<file path="config.mk">
export PLATFORM = sky130hd
export DESIGN_NAME = xor_crc_engine_flat
export DESIGN_NICKNAME = d
export VERILOG_FILES = /design/src/rtl/xor_crc_engine_if.sv /design/src/rtl/xor_crc_engine.sv /design/src/flat_wrapper.sv
export SDC_FILE = /design/constraint.sdc
export NUM_CORES = 1
export LEC_CHECK = 0
export ABC_AREA = 1
export BUFFER_PORTS_ARGS = -buffer_cell sky130_fd_sc_hd__buf_4
export CORE_MARGIN = 3
export CORE_UTILIZATION = 48
export CTS_CLUSTER_DIAMETER = 80
export DETAILED_ROUTE_END_ITERATION = 8
export PLACE_DENSITY = 0.79
export SLEW_MARGIN = 20
export SYNTH_ARGS = -nofsm -noshare
export SYNTH_HDL_FRONTEND = slang
export SYNTH_SLANG_ARGS = --single-unit
</file>
<file path="constraint.sdc">
create_clock -name clk -period 1.1 [get_ports clk]
set_input_delay 0.22 -clock clk [delete_from_list [all_inputs] [get_ports clk]]
set_output_delay 0.22 -clock clk [all_outputs]
set_load 0.01 [all_outputs]
</file>
<file path="src/rtl/xor_crc_engine_if.sv">
// xor_crc_engine_if: beat stream in, checksum out, shared by source and engine
interface xor_crc_engine_if #(
   parameter int CRC_W  = 8,
   parameter int DATA_W = 8
);
   logic              start;
   logic              in_valid;
   logic              in_ready;
   logic [DATA_W-1:0] in_data;
   logic              in_last;
   logic              busy;
   logic              crc_valid;
   logic [CRC_W-1:0]  crc_out;
   modport master (output start, in_valid, in_data, in_last,
                   input  in_ready, busy, crc_valid, crc_out);
   modport slave  (input  start, in_valid, in_data, in_last,
                   output in_ready, busy, crc_valid, crc_out);
endinterface

</file>
<file path="src/rtl/xor_crc_engine.sv">
// xor_crc_engine: folds DATA_W-bit beats, MSB first, into a CRC_W-bit non-reflected CRC
module xor_crc_engine #(
   parameter int               CRC_W   = 8,
   parameter int               DATA_W  = 8,
   parameter logic [CRC_W-1:0] POLY    = 'h07,
   parameter logic [CRC_W-1:0] INIT    = '0,
   parameter logic [CRC_W-1:0] XOR_OUT = '0
) (
   input logic              clk,
   input logic              rst,
   xor_crc_engine_if.slave  bus
);
   typedef enum logic [1:0] {IDLE, RUN, DONE} state_t;
   state_t           r_state;
   logic [CRC_W-1:0] r_crc;
   logic [CRC_W-1:0] r_out;
   logic             r_ready;
   logic             r_busy;
   logic             r_valid;
   logic [CRC_W-1:0] w_next;
   logic             w_accept;
   // whole beat folded in one cycle: DATA_W serial LFSR steps unrolled
   always_comb begin
      w_next = r_crc;
      for (int i = DATA_W - 1; i >= 0; i--)
         w_next = {w_next[CRC_W-2:0], 1'b0} ^ ((w_next[CRC_W-1] ^ bus.in_data[i]) ? POLY : '0);
   end
   assign w_accept = bus.in_valid && r_ready;
   always_ff @(posedge clk or posedge rst) begin
      if (rst) begin
         r_state <= IDLE;
         r_crc   <= INIT;
         r_out   <= '0;
         r_ready <= 1'b0;
         r_busy  <= 1'b0;
         r_valid <= 1'b0;
      end else begin
         case (r_state)
            IDLE: if (bus.start) begin
               r_crc   <= INIT;
               r_state <= RUN;
               r_ready <= 1'b1;
               r_busy  <= 1'b1;
            end
            RUN: if (w_accept) begin
               r_crc <= w_next;
               if (bus.in_last) begin
                  r_out   <= w_next ^ XOR_OUT;
                  r_state <= DONE;
                  r_ready <= 1'b0;
                  r_valid <= 1'b1;
               end
            end
            DONE: begin
               r_state <= IDLE;
               r_valid <= 1'b0;
               r_busy  <= 1'b0;
            end
            default: begin
               r_state <= IDLE;
               r_ready <= 1'b0;
               r_busy  <= 1'b0;
               r_valid <= 1'b0;
            end
         endcase
      end
   end
   assign bus.in_ready  = r_ready;
   assign bus.busy      = r_busy;
   assign bus.crc_valid = r_valid;
   assign bus.crc_out   = r_out;
endmodule

</file>
<file path="src/flat_wrapper.sv">
// flat-port wrapper written by rule: the top's interface ports become plain ports
module xor_crc_engine_flat 
#(
   parameter int               CRC_W   = 8,
   parameter int               DATA_W  = 8,
   parameter logic [CRC_W-1:0] POLY    = 'h07,
   parameter logic [CRC_W-1:0] INIT    = '0,
   parameter logic [CRC_W-1:0] XOR_OUT = '0
)
  (clk, rst, bus_start, bus_in_valid, bus_in_data, bus_in_last, bus_in_ready, bus_busy, bus_crc_valid, bus_crc_out);
  xor_crc_engine_if #(.CRC_W(CRC_W), .DATA_W(DATA_W)) bus_i ();
  input logic clk;
  input logic rst;
  input wire logic [$bits(bus_i.start)-1:0] bus_start;
  input wire logic [$bits(bus_i.in_valid)-1:0] bus_in_valid;
  input wire logic [$bits(bus_i.in_data)-1:0] bus_in_data;
  input wire logic [$bits(bus_i.in_last)-1:0] bus_in_last;
  output wire logic [$bits(bus_i.in_ready)-1:0] bus_in_ready;
  output wire logic [$bits(bus_i.busy)-1:0] bus_busy;
  output wire logic [$bits(bus_i.crc_valid)-1:0] bus_crc_valid;
  output wire logic [$bits(bus_i.crc_out)-1:0] bus_crc_out;
  assign bus_i.start = bus_start;
  assign bus_i.in_valid = bus_in_valid;
  assign bus_i.in_data = bus_in_data;
  assign bus_i.in_last = bus_in_last;
  assign bus_in_ready = bus_i.in_ready;
  assign bus_busy = bus_i.busy;
  assign bus_crc_valid = bus_i.crc_valid;
  assign bus_crc_out = bus_i.crc_out;
  xor_crc_engine #(.CRC_W(CRC_W), .DATA_W(DATA_W), .POLY(POLY), .INIT(INIT), .XOR_OUT(XOR_OUT)) u_core (.clk(clk), .rst(rst), .bus(bus_i));
endmodule
</file>
==> flow_summary.ini, run 1 <==
[setup_path]
startpoint_type = register
crit_path_top_delay_cell = dfrtp_1
setup.worst_path.end = u_core.bus.crc_out[4]$_DFFE_PP0P_
crit_arrival_ns = 1.54
cp.required_ns = 1.32
max_stage_delay_ns = 0.42
path_common_cell = nand2_1
path_class = register to register
reg2reg_depth = 5
cp-end-kind = register
rr_endpoint = u_core.bus.crc_out[4]$_DFFE_PP0P_
crit_start = u_core.r_crc[4]$_DFFE_PP0P_
path_cells = xnor2_2, xnor2_4, nand2_1, nand3_1, nand2_1
r2r_start = u_core.r_crc[4]$_DFFE_PP0P_
cp_max_fo = 3
reg2reg_slack_ns = -0.22

[floorplanning]
io_pins = 24
num_rows = 17
die_w_um = 56.23
floorplan.die.height_um = 56.23
start_util_pct = 52.72
die_area_um2 = 3162
coreArea_um2 = 2297

[grt]
first_global_vias = 1258
grt_first_pass_wirelength_um = 5582
grt_max_degree = 22
antenna_found_initial = 0
gr-total-overflow = 0
grt_usage_pct = 22.73

[place]
dp.cells = 225
detailed_place_hpwl_um = 2152
gp_congestion = 0.8130
post_dp_cell_area_um2 = 1549
io_buffers = 23

[yosys]
synthXorXnorAreaFrac_pct = 10.23
syn_area_per_cell_um2 = 7.666
synth_compound_area_share_pct = 3.099
synth_seq_area_share_pct = 43.39
ys_warn_count = 0
synth.area.mux_share_pct = 0
synth.cell_area_um2 = 1211
synth_fa_ha_area_share_pct = 0
ys_ff_latch = 21
synth_cell_types = 16
syn-num-nets = 171
yosys.area_share.simple_pct = 37.09
synth_cells = 158
synth_top_family_by_area = simple AND/OR/NAND/NOR gates

[sta]
slew_viol_final = 0
finalClockSkew_ns = 0.002690
tightest_slew_ns = 0.4050
hold_viol = 0
fin_ws_ns = -0.2205
period_share_pct = 120.0
rsz0062_at_grt = true
slew_headroom_pct = 72.87
period_needed_ns = 1.320
fmax_ghz = 0.7573
setup_tns_ns = -3.124
holdWs_ns = 0.2393
setup_viol = 21

[min_path]
hold_class = primary input to register
min_from = bus_in_last

[layout]
drive_gt1_share_pct = 53.00
final_cells = 245
syn2layout_area_growth_pct = 59.09
layout_common_cells = nand2_1 (53), buf_4 (42), dfrtp_1 (21)
postLayoutCellArea_um2 = 1927
final_common_cell = nand2_1
fin_util_pct = 83.88
nets = 231
antenna_cells = 0
fill_cells = 121

[clock_tree]
clk_pin_slew_ns = 0.12
clock_path_buffers = 2
cts_htree_levels = 1
cts_buffers = 3
cts.sink_count = 21
cts.root.buffer_cell = clkbuf_4
clk_latency_ns = 0.31
cts_tree = done

[run]
maxCapViolCount = 0

[route]
wire_per_inst_um = 16.68
drtPass1Iterations = 4
routed-via-count = 1295
routed_wirelength_um = 4086
drt_iter0_drc = 91
routed_via_density = 5.286
drc_errors = 0
antenna_left = 0

[power]
power_density_nw_per_um2 = 771.2
leakagePower_nw = 1.064
vdd_drop_max_uv = 758.9

[status]
violations = negative setup slack
outcome = complete, but fails checks
==> flip-flops by register name, indices dropped and copies added, names as in the netlist <==
name,count
u_core.bus.busy,1
u_core.bus.crc_out,8
u_core.bus.crc_valid,1
u_core.bus.in_ready,1
u_core.r_crc,8
u_core.r_state,2
==> worst max-delay path: cells and delay by family, from the launching register on <==
kind	cells	cell delay (ns)
AND/OR/NAND/NOR	3	0.27
flip-flops	1	0.42
XOR/XNOR	2	0.54
==> logic make-up (layout without fill, tap and decap cells) <==
| group | count (synthesis) | count (layout) |
|---|---|---|
| AOI/OAI and AO/OA | 7 | 7 |
| buffers and inverters | 20 | 78 |
| xor gates and xnor gates | 9 | 9 |
| DFF | 21 | 21 |
| and+or+nand+nor | 101 | 102 |
==> how the worst min path moves through the flow <==
stage | end | slack, ns | cells past startpoint
floorplan | u_core.bus.busy$_DFFE_PP0P_ | 0.20 | 1
global placement | u_core.bus.crc_valid$_DFFE_PP0P_ | 0.27 | 3
detailed placement | u_core.bus.crc_valid$_DFFE_PP0P_ | 0.28 | 3
CTS | u_core.r_state[1]$_DFFE_PP0P_ | 0.20 | 3
global route | u_core.r_state[1]$_DFFE_PP0P_ | 0.23 | 3
finish | u_core.r_state[1]$_DFFE_PP0P_ | 0.24 | 3
==> per-stage QoR <==
step	power [W]	setup slack [ns]
after detailed placement	0.001005	-0.1911
after global routing	0.001541	-0.3157
after CTS	0.001428	-0.1929
final	0.001486	-0.2205
after floorplan	0.0009103	-0.04373
after global placement	0.0009990	-0.1960
==> Yosys cell counts, drive strengths merged <==
master,number,area (µm²)
inv,20,75.07
o21ai,6,30.02
or2,1,6.260
xnor2,5,81.33
a21o,1,7.510
xor2,4,42.55
dfrtp,21,525.5
nor2,3,43.79
nand2,83,329.1
nand3,14,70.07
==> final cells by class <==
| type | count | area (µm²) | area share [%] |
|---|---|---|---|
| multi-input cells | 118 | 813.3 | 42.21 |
| flip-flops and latches | 21 | 525.5 | 27.27 |
| repair buffers | 54 | 449.2 | 23.31 |
| inverters | 20 | 77.57 | 4.026 |
| well taps | 28 | 35.03 | 1.818 |
| clock buffers | 4 | 26.28 | 1.364 |
==> where the power goes <==
group          internal, W  total (W)  switching (W)  leakage [nW]
registers         0.000772   0.000772              0         0.267
logic             0.000142   0.000327       0.000186         0.781
clock network     0.000142   0.000387       0.000245        0.0150
total              0.00106    0.00149       0.000431          1.06
==> per-layer routing <==
layer | track usage, % | part of all wire [%] | wire length, µm
met5 | 0 | 0 | 0
met4 | 11.19 | 3.6 | 146
met3 | 3.712 | 5.6 | 229
met2 | 39.73 | 52 | 2119
met1 | 26.70 | 39 | 1590
==> what timing repair did <==
item,CTS,global route
setup buffers,4,10
resized for setup,31,30
pin swaps,14,20
hold buffers,1,0
setup endpoints to repair,18,27
gates cloned,0,1
hold endpoints to repair,21,0
No activity file was read; power rests on OpenSTA's default activity.
==> inputs of run 2 (changes only) <==
==> constraint.sdc (replaced) <==
create_clock -name clk -period 1.1 [get_ports clk]
set_input_delay 0.11 -clock clk [delete_from_list [all_inputs] [get_ports clk]]
set_output_delay 0.11 -clock clk [all_outputs]
set_load 0.01 [all_outputs]
==> run 2 against run 1 <==
Critical path type unchanged. Design area is 3.0% lower. Global-route usage is 0.69 points lower. Maximum frequency is 4.1% lower. Highest routed layer unchanged. The flow still finishes with violations (negative setup slack). Flip-flop and latch count stayed put. Combinational power is 3% higher.
==> flow_summary.ini, run 2 (same netlist as run 1, synthesis figures left out) <==
[setup_path]
crit_arrival_ns = 1.60
path_class = register to register
startpoint_type = register
cp_max_fo = 3
reg2reg_depth = 6
cp.required_ns = 1.32
cp-end-kind = register

[status]
outcome = complete, but fails checks
violations = negative setup slack

[floorplanning]
io_pins = 24
start_util_pct = 52.72
coreArea_um2 = 2297
die_w_um = 56.23
die_area_um2 = 3162
num_rows = 17
floorplan.die.height_um = 56.23

[grt]
grt_usage_pct = 22.04
grt_first_pass_wirelength_um = 5382
antenna_found_initial = 0
first_global_vias = 1219
grt_max_degree = 22
gr-total-overflow = 0

[sta]
finalClockSkew_ns = 0.006648
fin_ws_ns = -0.2768
setup_tns_ns = -3.375
setup_viol = 18
slew_viol_final = 0
tightest_slew_ns = 0.3931
rsz0062_at_grt = true
hold_viol = 0
slew_headroom_pct = 73.66
fmax_ghz = 0.7263
period_needed_ns = 1.377
period_share_pct = 125.2

[route]
routed_via_density = 5.517
wire_per_inst_um = 17.23
antenna_left = 0
drtPass1Iterations = 4
routed_wirelength_um = 4135
drt_iter0_drc = 106
routed-via-count = 1324
drc_errors = 0

[layout]
layout_common_cells = nand2_1 (52), buf_4 (44), dfrtp_1 (21)
drive_gt1_share_pct = 53.30
fin_util_pct = 81.37
syn2layout_area_growth_pct = 54.34
antenna_cells = 0
final_common_cell = nand2_1
nets = 226

[power]
leakagePower_nw = 1.024
vdd_drop_max_uv = 921.4
p_total_w = 0.001496
power_density_nw_per_um2 = 800.2

[clock_tree]
cts_tree = done
cts_buffers = 3
cts_htree_levels = 1
clk_pin_slew_ns = 0.12
cts.sink_count = 21
cts.root.buffer_cell = clkbuf_4
clk_latency_ns = 0.31
clock_path_buffers = 2

[min_path]
holdPathStages = 3
hold_class = primary input to register

[place]
gp_congestion = 0.8130
detailed_place_hpwl_um = 2152
place_ws_ns = -0.1911
io_buffers = 23

[run]
maxCapViolCount = 0
## run 2: cell types whose count changed in the layout (fill, tap and decap cells not counted), sizes merged
cell / delta
buf: -5
## run 2: layout make-up
class,instances,area [µm²]
Clock buffer,4,26.28
Fill cell,124,427.9
Inverter,20,77.57
Multi-Input combinational cell,118,819.5
Sequential cell,21,525.5
Tap cell,28,35.03
Timing Repair Buffer,49,385.4
## run 2: critical path: stages, from the launching register on
cell and delay, ns:
dfrtp_1 0.43, xnor2_2 0.23, buf_4 0.19, xnor2_4 0.13
nand2_1 0.12, nand3_1 0.11, nand2_1 0.06
## run 2: metal layers
metal	global-route usage, %	routed length (µm)	up-vias
met1	26.66	1500	634
met5	0	0	-
met4	9.492	238	0
li1	-	-	589
met2	38.90	2090	76
met3	2.784	305	25
## run 2: power breakdown
part           total (W)  internal [W]  switching (W)
Sequential      0.000772      0.000772              0
Clock           0.000387      0.000142       0.000245
Combinational   0.000337      0.000142       0.000195
## run 2: final timing paths
check	startpoint	endpoint	slack (ns)
setup / recovery	u_core.r_crc[3]$_DFFE_PP0P_	u_core.bus.crc_out[4]$_DFFE_PP0P_	-0.28
hold / removal	bus_in_last	u_core.r_state[1]$_DFFE_PP0P_	0.13
setup reg to reg	u_core.r_crc[3]$_DFFE_PP0P_	u_core.bus.crc_out[4]$_DFFE_PP0P_	-0.28
hold reg to reg	u_core.bus.crc_out[3]$_DFFE_PP0P_	u_core.bus.crc_out[3]$_DFFE_PP0P_	0.49
max in group asynchronous	rst	u_core.r_state[0]$_DFFE_PP0P_	0.49
min in group asynchronous	rst	u_core.bus.crc_out[2]$_DFFE_PP0P_	0.39
## run 2: per-stage QoR
stage / cells / area (µm²) / hold slack (ns)
finish: 240 / 1869 / 0.1321
global route: 240 / 1869 / 0.1192
CTS: 234 / 1714 / 0.09301
detailed placement: 225 / 1549 / 0.1663
global placement: 225 / 1549 / 0.1587
floorplan: 158 / 1221 / 0.08653
## run 2: repair_timing
action / 4_1_cts / 5_1_grt
gates resized for setup: 28 / 29
pin swaps: 14 / 33
buffers inserted: 4 / 5
cloned: 0 / 1
hold buffers: 1 / 0
endpoints found under the setup margin: 17 / 19
endpoints found under the hold margin: 21 / 0
